===== config.mk =====
export PLATFORM = sky130hd
export DESIGN_NAME = vram_scan_arbiter_flat
export DESIGN_NICKNAME = d
export VERILOG_FILES = /design/src/rtl/vram_scan_arbiter_if.sv /design/src/rtl/vram_scan_arbiter.sv /design/src/flat_wrapper.sv
export SDC_FILE = /design/constraint.sdc
export NUM_CORES = 1
export LEC_CHECK = 0
export BUFFER_PORTS_ARGS = -buffer_cell sky130_fd_sc_hd__buf_2
export CAP_MARGIN = 25
export CORE_MARGIN = 2
export CORE_UTILIZATION = 39
export CTS_CLUSTER_DIAMETER = 100
export DETAILED_ROUTE_END_ITERATION = 8
export PLACE_DENSITY = 0.72
export REMOVE_ABC_BUFFERS = 1
export SYNTH_ARGS = -nofsm -noshare
export SYNTH_HDL_FRONTEND = slang
export SYNTH_SLANG_ARGS = --single-unit
export TNS_END_PERCENT = 20

===== constraint.sdc =====
create_clock -name clk -period 3.3 [get_ports clk]
set_input_delay 0.165 -clock clk [delete_from_list [all_inputs] [get_ports clk]]
set_output_delay 0.165 -clock clk [all_outputs]
set_load 0.005 [all_outputs]

===== src/rtl/vram_scan_arbiter_if.sv =====
// Bundles scan-control, client A/B, SRAM and line-buffer signals of the VRAM arbiter.
// Latency: none (wiring only).
// Backpressure: clients hold *_req until *_gnt; the SRAM side never stalls.
interface vram_scan_arbiter_if #(
    parameter int ADDR_W = 16,
    parameter int DATA_W = 8
) ();
    // scan generator
    logic              frame_start;
    logic              line_start;
    logic              line_active;
    // client A
    logic              a_req;
    logic              a_we;
    logic [ADDR_W-1:0] a_addr;
    logic [DATA_W-1:0] a_wdata;
    logic              a_gnt;
    logic              a_rvalid;
    // client B
    logic              b_req;
    logic              b_we;
    logic [ADDR_W-1:0] b_addr;
    logic [DATA_W-1:0] b_wdata;
    logic              b_gnt;
    logic              b_rvalid;
    // shared client read data
    logic [DATA_W-1:0] c_rdata;
    // SRAM
    logic [ADDR_W-1:0] mem_addr;
    logic              mem_we;
    logic [DATA_W-1:0] mem_wdata;
    logic [DATA_W-1:0] mem_rdata;
    // line buffer
    logic              lb_we;
    logic [6:0]        lb_waddr;
    logic [DATA_W-1:0] lb_wdata;
    // status
    logic              overrun;

    // arbiter side: owns the SRAM port, the line buffer and the grants
    modport master (
        input  frame_start, line_start, line_active,
        input  a_req, a_we, a_addr, a_wdata,
        input  b_req, b_we, b_addr, b_wdata,
        input  mem_rdata,
        output a_gnt, a_rvalid, b_gnt, b_rvalid, c_rdata,
        output mem_addr, mem_we, mem_wdata,
        output lb_we, lb_waddr, lb_wdata,
        output overrun
    );

    // environment side: scan generator, clients, SRAM and line buffer
    modport slave (
        output frame_start, line_start, line_active,
        output a_req, a_we, a_addr, a_wdata,
        output b_req, b_we, b_addr, b_wdata,
        output mem_rdata,
        input  a_gnt, a_rvalid, b_gnt, b_rvalid, c_rdata,
        input  mem_addr, mem_we, mem_wdata,
        input  lb_we, lb_waddr, lb_wdata,
        input  overrun
    );
endinterface


===== src/rtl/vram_scan_arbiter.sv =====
// Shares one single-port framebuffer SRAM between line-fetch bursts (top priority) and round-robin clients A/B.
// Latency: client grant same cycle, read data 1 cycle after grant; line_start to first lb_we 2 cycles.
// Backpressure: clients hold req until gnt and wait out a LINE_WORDS-cycle burst; bursts never stall.
module vram_scan_arbiter #(
    parameter int ADDR_W     = 16,
    parameter int DATA_W     = 8,
    parameter int LINE_WORDS = 80,
    parameter int LINES      = 480
) (
    input  logic                clk,
    input  logic                rst_n,
    vram_scan_arbiter_if.master bus
);
    localparam int WIDX_W = 7;
    localparam int LIDX_W = (LINES > 1) ? $clog2(LINES) : 1;
    localparam logic [WIDX_W-1:0] LAST_WORD = WIDX_W'(LINE_WORDS - 1);
    localparam logic [LIDX_W-1:0] LAST_LINE = LIDX_W'(LINES - 1);

    typedef enum logic {
        IDLE  = 1'b0,
        FETCH = 1'b1
    } state_t;

    state_t              state;
    state_t              state_nxt;
    logic [WIDX_W-1:0]   word_idx;
    logic [LIDX_W-1:0]   line_idx;
    logic                frame_pend;   // frame_start seen mid-burst: zero line_idx at burst end
    logic                last_was_a;   // round-robin pointer: 1 = A was granted most recently
    logic                start_fetch;
    logic                last_issue;
    logic                fetch_issue;
    logic                a_gnt_c;
    logic                b_gnt_c;
    logic                lb_we_q;
    logic [WIDX_W-1:0]   lb_waddr_q;
    logic                a_rvalid_q;
    logic                b_rvalid_q;
    logic                overrun_q;
    logic [ADDR_W-1:0]   fetch_addr;

    assign start_fetch = (state == IDLE) && bus.line_start && bus.line_active;
    assign last_issue  = (state == FETCH) && (word_idx == LAST_WORD);
    // multiply in ADDR_W bits so the result wraps exactly like the truncated address
    assign fetch_addr  = ADDR_W'(line_idx) * ADDR_W'(LINE_WORDS) + ADDR_W'(word_idx);

    // state register
    always_ff @(posedge clk or negedge rst_n) begin
        if (!rst_n) begin
            state <= IDLE;
        end else begin
            state <= state_nxt;
        end
    end

    // next state: enter FETCH on a visible line_start, leave after the last word is issued
    always_comb begin
        state_nxt = state;
        case (state)
            IDLE:    if (start_fetch) state_nxt = FETCH;
            FETCH:   if (word_idx == LAST_WORD) state_nxt = IDLE;
            default: state_nxt = IDLE;
        endcase
    end

    // outputs: burst read in FETCH, otherwise round-robin client grant driving the SRAM port
    always_comb begin
        a_gnt_c       = 1'b0;
        b_gnt_c       = 1'b0;
        fetch_issue   = 1'b0;
        bus.mem_addr  = '0;
        bus.mem_we    = 1'b0;
        bus.mem_wdata = '0;
        case (state)
            FETCH: begin
                fetch_issue  = 1'b1;
                bus.mem_addr = fetch_addr;
            end
            default: begin
                // the cycle that launches a burst is left idle for clients
                if (rst_n && !start_fetch) begin
                    if (bus.a_req && (!bus.b_req || !last_was_a)) begin
                        a_gnt_c = 1'b1;
                    end else if (bus.b_req) begin
                        b_gnt_c = 1'b1;
                    end
                end
            end
        endcase
        if (a_gnt_c) begin
            bus.mem_addr  = bus.a_addr;
            bus.mem_we    = bus.a_we;
            bus.mem_wdata = bus.a_wdata;
        end else if (b_gnt_c) begin
            bus.mem_addr  = bus.b_addr;
            bus.mem_we    = bus.b_we;
            bus.mem_wdata = bus.b_wdata;
        end
    end

    // burst word counter
    always_ff @(posedge clk or negedge rst_n) begin
        if (!rst_n) begin
            word_idx <= '0;
        end else if (state == FETCH) begin
            word_idx <= (word_idx == LAST_WORD) ? '0 : word_idx + WIDX_W'(1);
        end else begin
            word_idx <= '0;
        end
    end

    // line index: advance after each burst, zero on frame_start (deferred to burst end while fetching)
    always_ff @(posedge clk or negedge rst_n) begin
        if (!rst_n) begin
            line_idx   <= '0;
            frame_pend <= 1'b0;
        end else begin
            frame_pend <= (state == FETCH) && !last_issue && (frame_pend || bus.frame_start);
            if (last_issue) begin
                if (frame_pend || bus.frame_start || line_idx == LAST_LINE) begin
                    line_idx <= '0;
                end else begin
                    line_idx <= line_idx + LIDX_W'(1);
                end
            end else if (state == IDLE && bus.frame_start) begin
                line_idx <= '0;
            end
        end
    end

    // line-buffer write one cycle behind each burst read, when the SRAM data arrives
    always_ff @(posedge clk or negedge rst_n) begin
        if (!rst_n) begin
            lb_we_q    <= 1'b0;
            lb_waddr_q <= '0;
        end else begin
            lb_we_q    <= fetch_issue;
            lb_waddr_q <= fetch_issue ? word_idx : '0;
        end
    end

    // client read-data valid one cycle after a read grant
    always_ff @(posedge clk or negedge rst_n) begin
        if (!rst_n) begin
            a_rvalid_q <= 1'b0;
            b_rvalid_q <= 1'b0;
        end else begin
            a_rvalid_q <= a_gnt_c && !bus.a_we;
            b_rvalid_q <= b_gnt_c && !bus.b_we;
        end
    end

    // round-robin pointer and sticky overrun flag
    always_ff @(posedge clk or negedge rst_n) begin
        if (!rst_n) begin
            last_was_a <= 1'b0;
            overrun_q  <= 1'b0;
        end else begin
            if (a_gnt_c) begin
                last_was_a <= 1'b1;
            end else if (b_gnt_c) begin
                last_was_a <= 1'b0;
            end
            if (state == FETCH && bus.line_start) begin
                overrun_q <= 1'b1;
            end
        end
    end

    assign bus.a_gnt    = a_gnt_c;
    assign bus.b_gnt    = b_gnt_c;
    assign bus.a_rvalid = a_rvalid_q;
    assign bus.b_rvalid = b_rvalid_q;
    assign bus.c_rdata  = (a_rvalid_q || b_rvalid_q) ? bus.mem_rdata : '0;
    assign bus.lb_we    = lb_we_q;
    assign bus.lb_waddr = lb_waddr_q;
    assign bus.lb_wdata = lb_we_q ? bus.mem_rdata : '0;
    assign bus.overrun  = overrun_q;

endmodule

===== src/flat_wrapper.sv =====
// flat-port wrapper written by rule: the top's interface ports become plain ports
module vram_scan_arbiter_flat 
#(
    parameter int ADDR_W     = 16,
    parameter int DATA_W     = 8,
    parameter int LINE_WORDS = 80,
    parameter int LINES      = 480
)
  (clk, rst_n, bus_frame_start, bus_line_start, bus_line_active, bus_a_req, bus_a_we, bus_a_addr, bus_a_wdata, bus_b_req, bus_b_we, bus_b_addr, bus_b_wdata, bus_mem_rdata, bus_a_gnt, bus_a_rvalid, bus_b_gnt, bus_b_rvalid, bus_c_rdata, bus_mem_addr, bus_mem_we, bus_mem_wdata, bus_lb_we, bus_lb_waddr, bus_lb_wdata, bus_overrun);
  vram_scan_arbiter_if #(.ADDR_W(ADDR_W), .DATA_W(DATA_W)) bus_i ();
  input  logic clk;
  input  logic rst_n;
  input wire logic [$bits(bus_i.frame_start)-1:0] bus_frame_start;
  input wire logic [$bits(bus_i.line_start)-1:0] bus_line_start;
  input wire logic [$bits(bus_i.line_active)-1:0] bus_line_active;
  input wire logic [$bits(bus_i.a_req)-1:0] bus_a_req;
  input wire logic [$bits(bus_i.a_we)-1:0] bus_a_we;
  input wire logic [$bits(bus_i.a_addr)-1:0] bus_a_addr;
  input wire logic [$bits(bus_i.a_wdata)-1:0] bus_a_wdata;
  input wire logic [$bits(bus_i.b_req)-1:0] bus_b_req;
  input wire logic [$bits(bus_i.b_we)-1:0] bus_b_we;
  input wire logic [$bits(bus_i.b_addr)-1:0] bus_b_addr;
  input wire logic [$bits(bus_i.b_wdata)-1:0] bus_b_wdata;
  input wire logic [$bits(bus_i.mem_rdata)-1:0] bus_mem_rdata;
  output wire logic [$bits(bus_i.a_gnt)-1:0] bus_a_gnt;
  output wire logic [$bits(bus_i.a_rvalid)-1:0] bus_a_rvalid;
  output wire logic [$bits(bus_i.b_gnt)-1:0] bus_b_gnt;
  output wire logic [$bits(bus_i.b_rvalid)-1:0] bus_b_rvalid;
  output wire logic [$bits(bus_i.c_rdata)-1:0] bus_c_rdata;
  output wire logic [$bits(bus_i.mem_addr)-1:0] bus_mem_addr;
  output wire logic [$bits(bus_i.mem_we)-1:0] bus_mem_we;
  output wire logic [$bits(bus_i.mem_wdata)-1:0] bus_mem_wdata;
  output wire logic [$bits(bus_i.lb_we)-1:0] bus_lb_we;
  output wire logic [$bits(bus_i.lb_waddr)-1:0] bus_lb_waddr;
  output wire logic [$bits(bus_i.lb_wdata)-1:0] bus_lb_wdata;
  output wire logic [$bits(bus_i.overrun)-1:0] bus_overrun;
  assign bus_i.frame_start = bus_frame_start;
  assign bus_i.line_start = bus_line_start;
  assign bus_i.line_active = bus_line_active;
  assign bus_i.a_req = bus_a_req;
  assign bus_i.a_we = bus_a_we;
  assign bus_i.a_addr = bus_a_addr;
  assign bus_i.a_wdata = bus_a_wdata;
  assign bus_i.b_req = bus_b_req;
  assign bus_i.b_we = bus_b_we;
  assign bus_i.b_addr = bus_b_addr;
  assign bus_i.b_wdata = bus_b_wdata;
  assign bus_i.mem_rdata = bus_mem_rdata;
  assign bus_a_gnt = bus_i.a_gnt;
  assign bus_a_rvalid = bus_i.a_rvalid;
  assign bus_b_gnt = bus_i.b_gnt;
  assign bus_b_rvalid = bus_i.b_rvalid;
  assign bus_c_rdata = bus_i.c_rdata;
  assign bus_mem_addr = bus_i.mem_addr;
  assign bus_mem_we = bus_i.mem_we;
  assign bus_mem_wdata = bus_i.mem_wdata;
  assign bus_lb_we = bus_i.lb_we;
  assign bus_lb_waddr = bus_i.lb_waddr;
  assign bus_lb_wdata = bus_i.lb_wdata;
  assign bus_overrun = bus_i.overrun;
  vram_scan_arbiter #(.ADDR_W(ADDR_W), .DATA_W(DATA_W), .LINE_WORDS(LINE_WORDS), .LINES(LINES)) u_core (.clk(clk), .rst_n(rst_n), .bus(bus_i));
endmodule

==> results.cfg <==
[finish]
layout-drive-gt1-share_pct = 39.2
nets = 475
fin_cells = 465
area_growth_pct = 37.4
n_antenna_cell = 0

[clock_network]
cts-root-buf = clkbuf_8
htreeDepth = 2
clkTransAtPathRegs_ps = 70
clock_path_buffers = 2
cts.sink_count = 30
clk_latency_ps = 290
cts_tree = done
cts_inserted_buffers = 5

[critical_path]
cp-end-kind = output pin
path_class = reg2out
worst-path-buf-inv = 1
crit_fanout = 4
critPathTopFamily = compound AO/OA/AOI/OAI gates
cp-start-kind = flip-flop
worst_path_largest_cell_delay_ps = 430
worst_path_max_delay_cell = dfrtp_2
critPathArrivalTime_ps = 3030
crit_required_ps = 3130
cp_cell_sequence = ha_1 > ha_2 > fa_2 > a21o_1 > a21oi_2 > xnor2_1 > nand4b_1 > o31a_1 > o32ai_2 > buf_2

[routing]
drc = 0
wl_met3_microns = 570
drt-pass1-iter-count = 4
vias_per_cell = 5.35
wl_per_cell_microns = 15.0
drt_first_iter_violations = 133
ant_nets = 0
dr_total_vias = 2487
top_layer = met4
drt_wl_total_microns = 6970
wl_met1_microns = 2810
wl_met2_microns = 3510

[logic_synthesis]
syn_avg_cell_area_sq_um = 9.02
synth_cell_types = 52
seq_area_frac_synth_pct = 31.6
synth_edf_count = 0
syn_area_sq_mm = 0.00237
ys_warn_count = 0
synth-seq-cells = 30
synth_top_flop_cell = dfrtp_1
synthArstFlopShare_pct = 100
synth_cells = 263

[grt]
grt_pass1_vias = 2239
grt_use_total_pct = 19.8
gr-total-overflow = 0
grt_pass1_wl_microns = 10300
antenna_found_initial = 0
grt_start_max_net_pins = 32

[worst_hold_path]
hp-class = in2reg

[power_and_ir_drop]
p_leak_nw = 1.76
peakVddDrop_mv = 0.200
p_per_area_mw_per_mm2 = 247

[floorplanning]
start_util_pct = 40.3
die-area_sq_mm = 0.00672
chipWidth_microns = 82.0
core_sq_mm = 0.00589
row_count = 28
io_pins = 119
fp.dieH_microns = 82.0

[timing]
relSlewSlack_pct = 29.0
period_needed_ps = 3200
period_share_pct = 96.9
setup_viol_count_final = 0
fin_setup_tns_ps = 0
fmax_ghz = 0.313
fin_worst_skew_ps = 9.47
slew_viol_final = 0
final-hold-violation-count = 0
worstMarginPinSlew_ps = 1060
rsz0062_at_grt = no

[placement]
gp_congestion = 0.857
post-place-cells = 452
numPortBuffers = 118
dp_hpwl_microns = 5440

[outcome]
status = finished clean

[job]
cap_violations = 0
==> logic make-up (layout without fill, tap and decap cells) <==
kind of cell	Yosys count	in the layout	share of synthesized area, %
fa+ha+maj	21	21	11.7
xor+xnor	17	17	6.28
simple gates	91	91	21.8
buf+inv	27	154	4.69
compound gates	76	76	23.4
flops	30	30	31.6
mux	1	1	0.422
==> layout by cell type (no fill, tap or decap), types with 7 or more instances in the layout <==
master	count
nand2_1	9
ha_1	18
o21ai_0	18
a222oi_1	7
nand3_1	8
nor2_1	20
a21oi_1	8
buf_4	8
dfrtp_1	28
buf_2	118
nor2b_1	13
a22o_1	9
and2_1	16
inv_1	18
xnor2_1	7
xor2_1	8
==> metrics by stage <==
stage          area [sq um]  worst slack, ps  utilization, %  power [mW]  hold slack (ps)
3_3_place_gp           3050              280            51.8       0.439              222
5_1_grt                3260             16.6            55.4       0.833             29.0
4_1_cts                3200             12.5            54.4       0.807             33.5
6_report               3260              102            55.4       0.804             35.3
2_1_floorplan          2330              506               -       0.385             -131
3_5_place_dp           3050              167            51.8       0.440              232
==> final timing paths <==
kind | startpoint | to | slack, ps | cells after the start
hold / removal | bus_b_we | u_core.bus.b_rvalid | 40 | 2
max in group asynchronous | rst_n | u_core.line_idx[3] | 2500 | 3
hold reg to reg | u_core.bus.overrun | u_core.bus.overrun | 470 | 1
min in group asynchronous | rst_n | u_core.bus.lb_waddr[1] | 480 | 3
setup reg to reg | u_core.state | u_core.line_idx[3] | 1070 | 7
setup / recovery | u_core.line_idx[1] | bus_mem_addr[14] | 100 | 10
==> what timing repair did <==
item / in CTS / in global routing
pin swaps: 2 / 1
setup endpoints to repair: 3 / 5
endpoints found under the hold margin: 30 / 0
setup buffers: 2 / 2
hold buffers: 1 / 0
gates resized for setup: 4 / 10
==> state kept, by name, summed over array words and instances (netlist names) <==
signal	cells
u_core.bus.a_rvalid	1
u_core.state	1
u_core.last_was_a	1
u_core.bus.lb_waddr	7
u_core.bus.b_rvalid	1
u_core.bus.overrun	1
u_core.word_idx	7
u_core.line_idx	9
u_core.frame_pend	1
u_core.bus.lb_we	1
==> worst register-to-register path, stage by stage (launching register included) <==
cell and delay, ps:
dfrtp_1 350, buf_4 240, nor3b_2 280, or4b_4 510
a31o_1 330, and2b_1 240, o21ai_0 80, o31ai_1 100
==> report_power, final <==
group	internal, mW	total, mW	switching, mW	leakage, nW
clock network	0.222	0.371	0.149	0.0579
registers	0.368	0.368	0.0000000000000000540	0.365
logic	0.0375	0.0661	0.0286	1.34
total	0.627	0.804	0.177	1.76
==> layout make-up <==
class | instances | area (sq um)
Sequential cell | 30 | 753
Inverter | 19 | 71.3
Tap cell | 75 | 93.8
Multi-Input combinational cell | 206 | 1570
Clock inverter | 3 | 40.0
Timing Repair Buffer | 127 | 661
Fill cell | 540 | 2630
Clock buffer | 5 | 68.8
==> metal layers <==
layer | GRT usage, % | up-vias
met2 | 35.9 | 93
met5 | 0 | -
met4 | 6.00 | 0
met3 | 4.84 | 13
li1 | - | 1216
met1 | 22.9 | 1165
==> cell usage after synthesis (3+ instances only) <==
library cell / instances / area share (%)
nand2b_1: 5 / 1.3
nand2_1: 9 / 1.4
nor2_1: 20 / 3.2
a21oi_1: 9 / 1.9
and2_1: 16 / 4.2
a221oi_1: 4 / 1.5
o21ai_0: 19 / 4.0
nor2b_1: 13 / 3.4
nand4_1: 3 / 0.79
a22oi_1: 3 / 0.95
xnor2_1: 8 / 3.0
a21o_1: 6 / 1.9
inv_1: 18 / 2.8
dfrtp_1: 30 / 32
a222oi_1: 7 / 3.0
nand3_1: 8 / 1.7
a22o_1: 9 / 3.3
ha_1: 19 / 10
xor2_1: 9 / 3.3
clkbuf_1: 5 / 0.79
(Power assumes the default switching activity.)
